===== config.mk =====
export PLATFORM = sky130hd
export DESIGN_NAME = aes_round_sequencer_flat
export DESIGN_NICKNAME = d
export VERILOG_FILES = /design/src/rtl/aes_round_sequencer_if.sv /design/src/rtl/aes_round_sequencer.sv /design/src/flat_wrapper.sv
export SDC_FILE = /design/constraint.sdc
export NUM_CORES = 1
export LEC_CHECK = 0
export ABC_AREA = 1
export CAP_MARGIN = 20
export CELL_PAD_IN_SITES_DETAIL_PLACEMENT = 0
export CELL_PAD_IN_SITES_GLOBAL_PLACEMENT = 1
export CORE_AREA = 3 3 352 354
export CTS_CLUSTER_SIZE = 10
export DETAILED_ROUTE_END_ITERATION = 6
export DIE_AREA = 0 0 355 357
export PLACE_DENSITY = 0.53
export SYNTH_ARGS = -nofsm -noshare
export SYNTH_HDL_FRONTEND = slang
export SYNTH_SLANG_ARGS = --single-unit

===== constraint.sdc =====
create_clock -name clk -period 2.6 [get_ports clk]
set_input_delay 0.65 -clock clk [delete_from_list [all_inputs] [get_ports clk]]
set_output_delay 0.65 -clock clk [all_outputs]
set_load 0.03 [all_outputs]

===== src/rtl/aes_round_sequencer_if.sv =====
// Handshake bundle for the AES round sequencer: plaintext/key in, ciphertext out.
// The source/consumer side uses master; the sequencer itself uses slave.
interface aes_round_sequencer_if;
  logic         in_valid;
  logic         in_ready;
  logic [127:0] in_pt;
  logic [127:0] in_key;
  logic         out_valid;
  logic         out_ready;
  logic [127:0] out_ct;

  modport master (
    output in_valid, in_pt, in_key, out_ready,
    input  in_ready, out_valid, out_ct
  );

  modport slave (
    input  in_valid, in_pt, in_key, out_ready,
    output in_ready, out_valid, out_ct
  );
endinterface


===== src/rtl/aes_round_sequencer.sv =====
// Iterative AES-128 controller: holds state and round key, steps an external
// one-round datapath NUM_ROUNDS times, then presents the ciphertext.
module aes_round_sequencer #(
  parameter int NUM_ROUNDS = 10,
  parameter int RW         = 4
) (
  input  logic                  clk,
  input  logic                  rst,
  aes_round_sequencer_if.slave  bus,
  output logic                  busy,
  output logic [127:0]          dp_state,
  output logic [127:0]          dp_key,
  output logic [7:0]            dp_rcon,
  output logic [RW-1:0]         dp_round,
  output logic                  dp_last,
  input  logic [127:0]          dp_key_nxt,
  input  logic [127:0]          dp_state_nxt
);

  typedef enum logic [1:0] {IDLE, ROUND, DONE} fsm_e;

  fsm_e          fsm_q, fsm_d;
  logic [127:0]  state_q, state_d;
  logic [127:0]  key_q, key_d;
  logic [127:0]  out_ct_q, out_ct_d;
  logic [7:0]    rcon_q, rcon_d;
  logic [RW-1:0] round_q, round_d;
  logic          in_ready;
  logic          out_valid;
  logic          last_round;

  function automatic logic [7:0] xtime(input logic [7:0] r);
    return {r[6:0], 1'b0} ^ (r[7] ? 8'h1b : 8'h00);
  endfunction

  assign last_round = (round_q == RW'(NUM_ROUNDS));

  always_ff @(posedge clk) begin
    if (rst) begin
      fsm_q    <= IDLE;
      state_q  <= '0;
      key_q    <= '0;
      out_ct_q <= '0;
      rcon_q   <= 8'h01;
      round_q  <= '0;
    end else begin
      fsm_q    <= fsm_d;
      state_q  <= state_d;
      key_q    <= key_d;
      out_ct_q <= out_ct_d;
      rcon_q   <= rcon_d;
      round_q  <= round_d;
    end
  end

  // Registers hold by default so the dp_* outputs keep their last values in IDLE.
  always_comb begin
    fsm_d    = fsm_q;
    state_d  = state_q;
    key_d    = key_q;
    out_ct_d = out_ct_q;
    rcon_d   = rcon_q;
    round_d  = round_q;
    case (fsm_q)
      IDLE: begin
        if (bus.in_valid && in_ready) begin
          state_d = bus.in_pt ^ bus.in_key;
          key_d   = bus.in_key;
          round_d = RW'(1);
          rcon_d  = 8'h01;
          fsm_d   = ROUND;
        end
      end
      ROUND: begin
        state_d = dp_state_nxt;
        key_d   = dp_key_nxt;
        rcon_d  = xtime(rcon_q);
        if (last_round) begin
          out_ct_d = dp_state_nxt;
          fsm_d    = DONE;
        end else begin
          round_d = round_q + RW'(1);
        end
      end
      DONE: begin
        if (bus.out_ready) begin
          fsm_d = IDLE;
        end
      end
      default: fsm_d = IDLE;
    endcase
  end

  // in_ready is also gated by rst so nothing is offered while reset is held.
  always_comb begin
    in_ready  = (fsm_q == IDLE) && !rst;
    out_valid = (fsm_q == DONE);
    busy      = (fsm_q == ROUND) || (fsm_q == DONE);
  end

  assign bus.in_ready  = in_ready;
  assign bus.out_valid = out_valid;
  assign bus.out_ct    = out_ct_q;
  assign dp_state      = state_q;
  assign dp_key        = key_q;
  assign dp_rcon       = rcon_q;
  assign dp_round      = round_q;
  assign dp_last       = last_round;

endmodule

===== src/flat_wrapper.sv =====
// flat-port wrapper written by rule: the top's interface ports become plain ports
module aes_round_sequencer_flat 
#(
  parameter int NUM_ROUNDS = 10,
  parameter int RW         = 4
)
  (clk, rst, busy, dp_state, dp_key, dp_rcon, dp_round, dp_last, dp_key_nxt, dp_state_nxt, bus_in_valid, bus_in_pt, bus_in_key, bus_out_ready, bus_in_ready, bus_out_valid, bus_out_ct);
  aes_round_sequencer_if bus_i ();
  input  logic clk;
  input  logic rst;
  output logic busy;
  output logic [127:0] dp_state;
  output logic [127:0] dp_key;
  output logic [7:0] dp_rcon;
  output logic [RW-1:0] dp_round;
  output logic dp_last;
  input  logic [127:0] dp_key_nxt;
  input  logic [127:0] dp_state_nxt;
  input wire logic [$bits(bus_i.in_valid)-1:0] bus_in_valid;
  input wire logic [$bits(bus_i.in_pt)-1:0] bus_in_pt;
  input wire logic [$bits(bus_i.in_key)-1:0] bus_in_key;
  input wire logic [$bits(bus_i.out_ready)-1:0] bus_out_ready;
  output wire logic [$bits(bus_i.in_ready)-1:0] bus_in_ready;
  output wire logic [$bits(bus_i.out_valid)-1:0] bus_out_valid;
  output wire logic [$bits(bus_i.out_ct)-1:0] bus_out_ct;
  assign bus_i.in_valid = bus_in_valid;
  assign bus_i.in_pt = bus_in_pt;
  assign bus_i.in_key = bus_in_key;
  assign bus_i.out_ready = bus_out_ready;
  assign bus_in_ready = bus_i.in_ready;
  assign bus_out_valid = bus_i.out_valid;
  assign bus_out_ct = bus_i.out_ct;
  aes_round_sequencer #(.NUM_ROUNDS(NUM_ROUNDS), .RW(RW)) u_core (.clk(clk), .rst(rst), .bus(bus_i), .busy(busy), .dp_state(dp_state), .dp_key(dp_key), .dp_rcon(dp_rcon), .dp_round(dp_round), .dp_last(dp_last), .dp_key_nxt(dp_key_nxt), .dp_state_nxt(dp_state_nxt));
endmodule

==> results.cfg <==
[critical_path]
cpLargestDelayFamily = buffers and inverters
endpoint_kind = output pin
cp.arrival_ns = 1.83
critical_path_required_ns = 1.95
slowest_delay_ns = 0.84
path_cells = clkdlybuf4s50_1
cp.buffers_inverters = 1
start_kind = flop
cp_max_fo = 2
rrSetupSlack_ns = 0.42
critPathKind = reg -> out
slowest_stage = clkdlybuf4s50_1

[sta]
post-route-min-period_ns = 2.481
setup_tns_ns = 0
timing.fmax_ghz = 0.4031
final-setup-viol-count = 0
final.period_utilization_pct = 95.41
hold_violations = 0
slew_headroom_pct = 45.37
slew_violations = 0
worst_pin_slew_ns = 0.8109
rsz0062_at_grt = false
clock_skew_ns = 0.01492

[synth]
netlist-cell-type-count = 20
syn_nets = 3258
synth_area_mm2 = 0.01826
synth_seq_cells = 398
synth.avg_cell_area_um2 = 6.674
syn_inst = 2736
seq_area_frac_synth_pct = 43.63
yosysWarnings = 0

[route]
remaining_drc_errors = 0
via_per_inst = 3.998
wirelength_um = 111100
wire_per_inst_um = 21.09
drt_iter0_markers = 1500
firstDrtPassIters = 5
antenna_left = 0
routed-via-count = 21060

[place]
postPlaceCellArea_mm2 = 0.02921
place_congestion = 0.8682
numPortBuffers = 915
hpwlAfterDp_um = 84790

[power]
p_seq_share_pct = 32.0
p_clk_share_pct = 36.6
leakage_uw = 0.01204
comb_power_share_pct = 31.4
power_density_mw_per_mm2 = 697.4
power_switching_uw = 7687
switching_share_pct = 35.37
ir_worst_vdd_mv = 0.4409
intPower_uw = 14050

[cts]
clkLatencyLatePin_ns = 0.62
root_buffer = clkbuf_16
cts_buffers = 55
cts_hold_buffers = 0
htreeDepth = 2
clk_pin_slew_ns = 0.06
cts_buffer_depth = 3
cts_tree = yes
cts.sinks = 398

[die]
num_io_pins = 916
rows = 128
coreArea_mm2 = 0.1214
die_w_um = 355
initial_core_util_pct = 15.04
die_area_mm2 = 0.1267
die-height_um = 357

[cells_and_area]
layout-drive-gt1-share_pct = 5.153
area_delta_synth_final_pct = 70.68
filler_cell_count = 13660
nets = 4108
fin_area_mm2 = 0.03117

[grt]
grt_max_degree = 91
grt_pass1_wl_um = 153600
track_usage_pct = 16.57
antenna_found_initial = 18
grt_pass1_vias = 20690
overflow = 0

[run]
maxCapViolCount = 0

[min_path]
hold_path_class = in -> reg

[run_status]
status = completed
worst min-delay path, cell delays in order:
cell	delay, ns
buf_6	0.13
inv_8	0.11
nand2_1	0.09
nor2_1	0.03
cells in the final DEF, fill, tap and decap left out, types with 4 or more instances in the layout:
cell               n
o21ai_1          105
ha_1               5
bufinv_16          4
clkbuf_8          22
clkdlybuf4s50_1  908
clkbuf_1           8
buf_12            26
buf_4             53
nor2_1           517
nand2_1          800
o21ai_0          282
inv_1              8
diode_2           15
a21oi_1          270
dfxtp_1          396
nand3_1          134
clkbuf_16         55
clkinv_2           9
logic make-up after synthesis:
kind of cell             count (synthesis)  synth area share [%]
adder cells (fa/ha/maj)                  6                0.4111
XOR/XNOR                                 3                0.1439
buffers and inverters                  213                 6.736
AO/OA/AOI/OAI                          657                 18.01
flip-flops                             398                 43.63
AND/OR/NAND/NOR                       1459                 31.07
Yosys cell counts:
| master | instances | area [um^2] |
|---|---|---|
| o21ai_1 | 105 | 525.5 |
| o21ai_0 | 282 | 1411 |
| buf_6 | 31 | 349.1 |
| clkbuf_1 | 53 | 198.9 |
| nor2_1 | 517 | 1941 |
| nand4_1 | 3 | 18.77 |
| nand2_1 | 800 | 3003 |
| xor2_1 | 3 | 26.28 |
| inv_2 | 5 | 18.77 |
| nand2_2 | 1 | 6.260 |
| buf_4 | 21 | 157.7 |
| ha_1 | 6 | 75.07 |
| nor2_2 | 1 | 6.260 |
| nor2_4 | 1 | 11.26 |
| a21oi_1 | 270 | 1351 |
| inv_1 | 8 | 30.03 |
| buf_2 | 95 | 475.5 |
| nand2_4 | 1 | 11.26 |
| dfxtp_1 | 398 | 7968 |
| nand3_1 | 135 | 675.7 |
flip-flops by register name, summed over array words and instances, names as in the netlist:
| signal | count |
|---|---|
| u_core.fsm_q | 2 |
| u_core.dp_rcon | 8 |
| u_core.dp_round | 4 |
| u_core.dp_key | 128 |
| u_core.bus.out_ct | 128 |
| u_core.dp_state | 128 |
worst paths after layout:
check | startpoint | to | cells past startpoint
setup reg to reg | u_core.fsm_q[0]$_SDFFE_PP0P_ | u_core.dp_key[41]$_SDFFE_PP0P_ | 9
hold / removal | rst | u_core.fsm_q[0]$_SDFFE_PP0P_ | 4
setup / recovery | u_core.dp_state[74]$_SDFFE_PP0P_ | dp_state[74] | 1
hold reg to reg | u_core.bus.out_ct[18]$_SDFFE_PP0P_ | u_core.bus.out_ct[18]$_SDFFE_PP0P_ | 2
power groups by stage:
stage               Sequential, uW  Clock [uW]  Combinational [uW]
global placement              7080           0                6940
finish                        6960        7950                6830
floorplan                     8130           0                2420
CTS                           6960        8310                6950
global route                  7030        8500                7370
detailed placement            7080           0                6920
layer usage:
metal  vias up  track usage, %  part of all wire (%)
li1      10640               -                     -
met3       153           3.870                   6.4
met1      9626           20.21                    41
met2       647           28.06                    49
met5         -               0                     0
met4         0           6.656                   3.6
stage by stage:
stage	setup slack [ns]	hold slack, ns	total power [uW]	util (%)	std cells
5_1_grt	0.008272	0.4278	22900	25.67	5267
6_report	0.1192	0.4444	21740	25.67	5269
3_5_place_dp	0.2118	0.4536	14000	24.06	5152
2_1_floorplan	0.7172	0.4579	10550	-	2736
3_3_place_gp	0.2261	0.4519	14020	24.06	5152
4_1_cts	0.001484	0.3729	22210	25.64	5254
timing repair:
item	CTS	global route
endpoints found under the setup margin	5	1
gates cloned	1	0
buffers inserted	1	0
hold endpoints to repair	0	0
gates resized for setup	11	1
cell type report:
class                   instances  area, um^2  area share (%)
diodes                         15       37.54          0.1204
flip-flops and latches        398        7970           25.57
clock inverters                15       160.2          0.5139
clock buffers                  85        1709           5.484
inverters                      13       95.09          0.3051
well taps                    1625        2033           6.524
repair inverters                1       8.758         0.02810
multi-input cells            2125        9096           29.19
repair buffers                992       10060           32.27
Power figures use the tool's default switching activity.
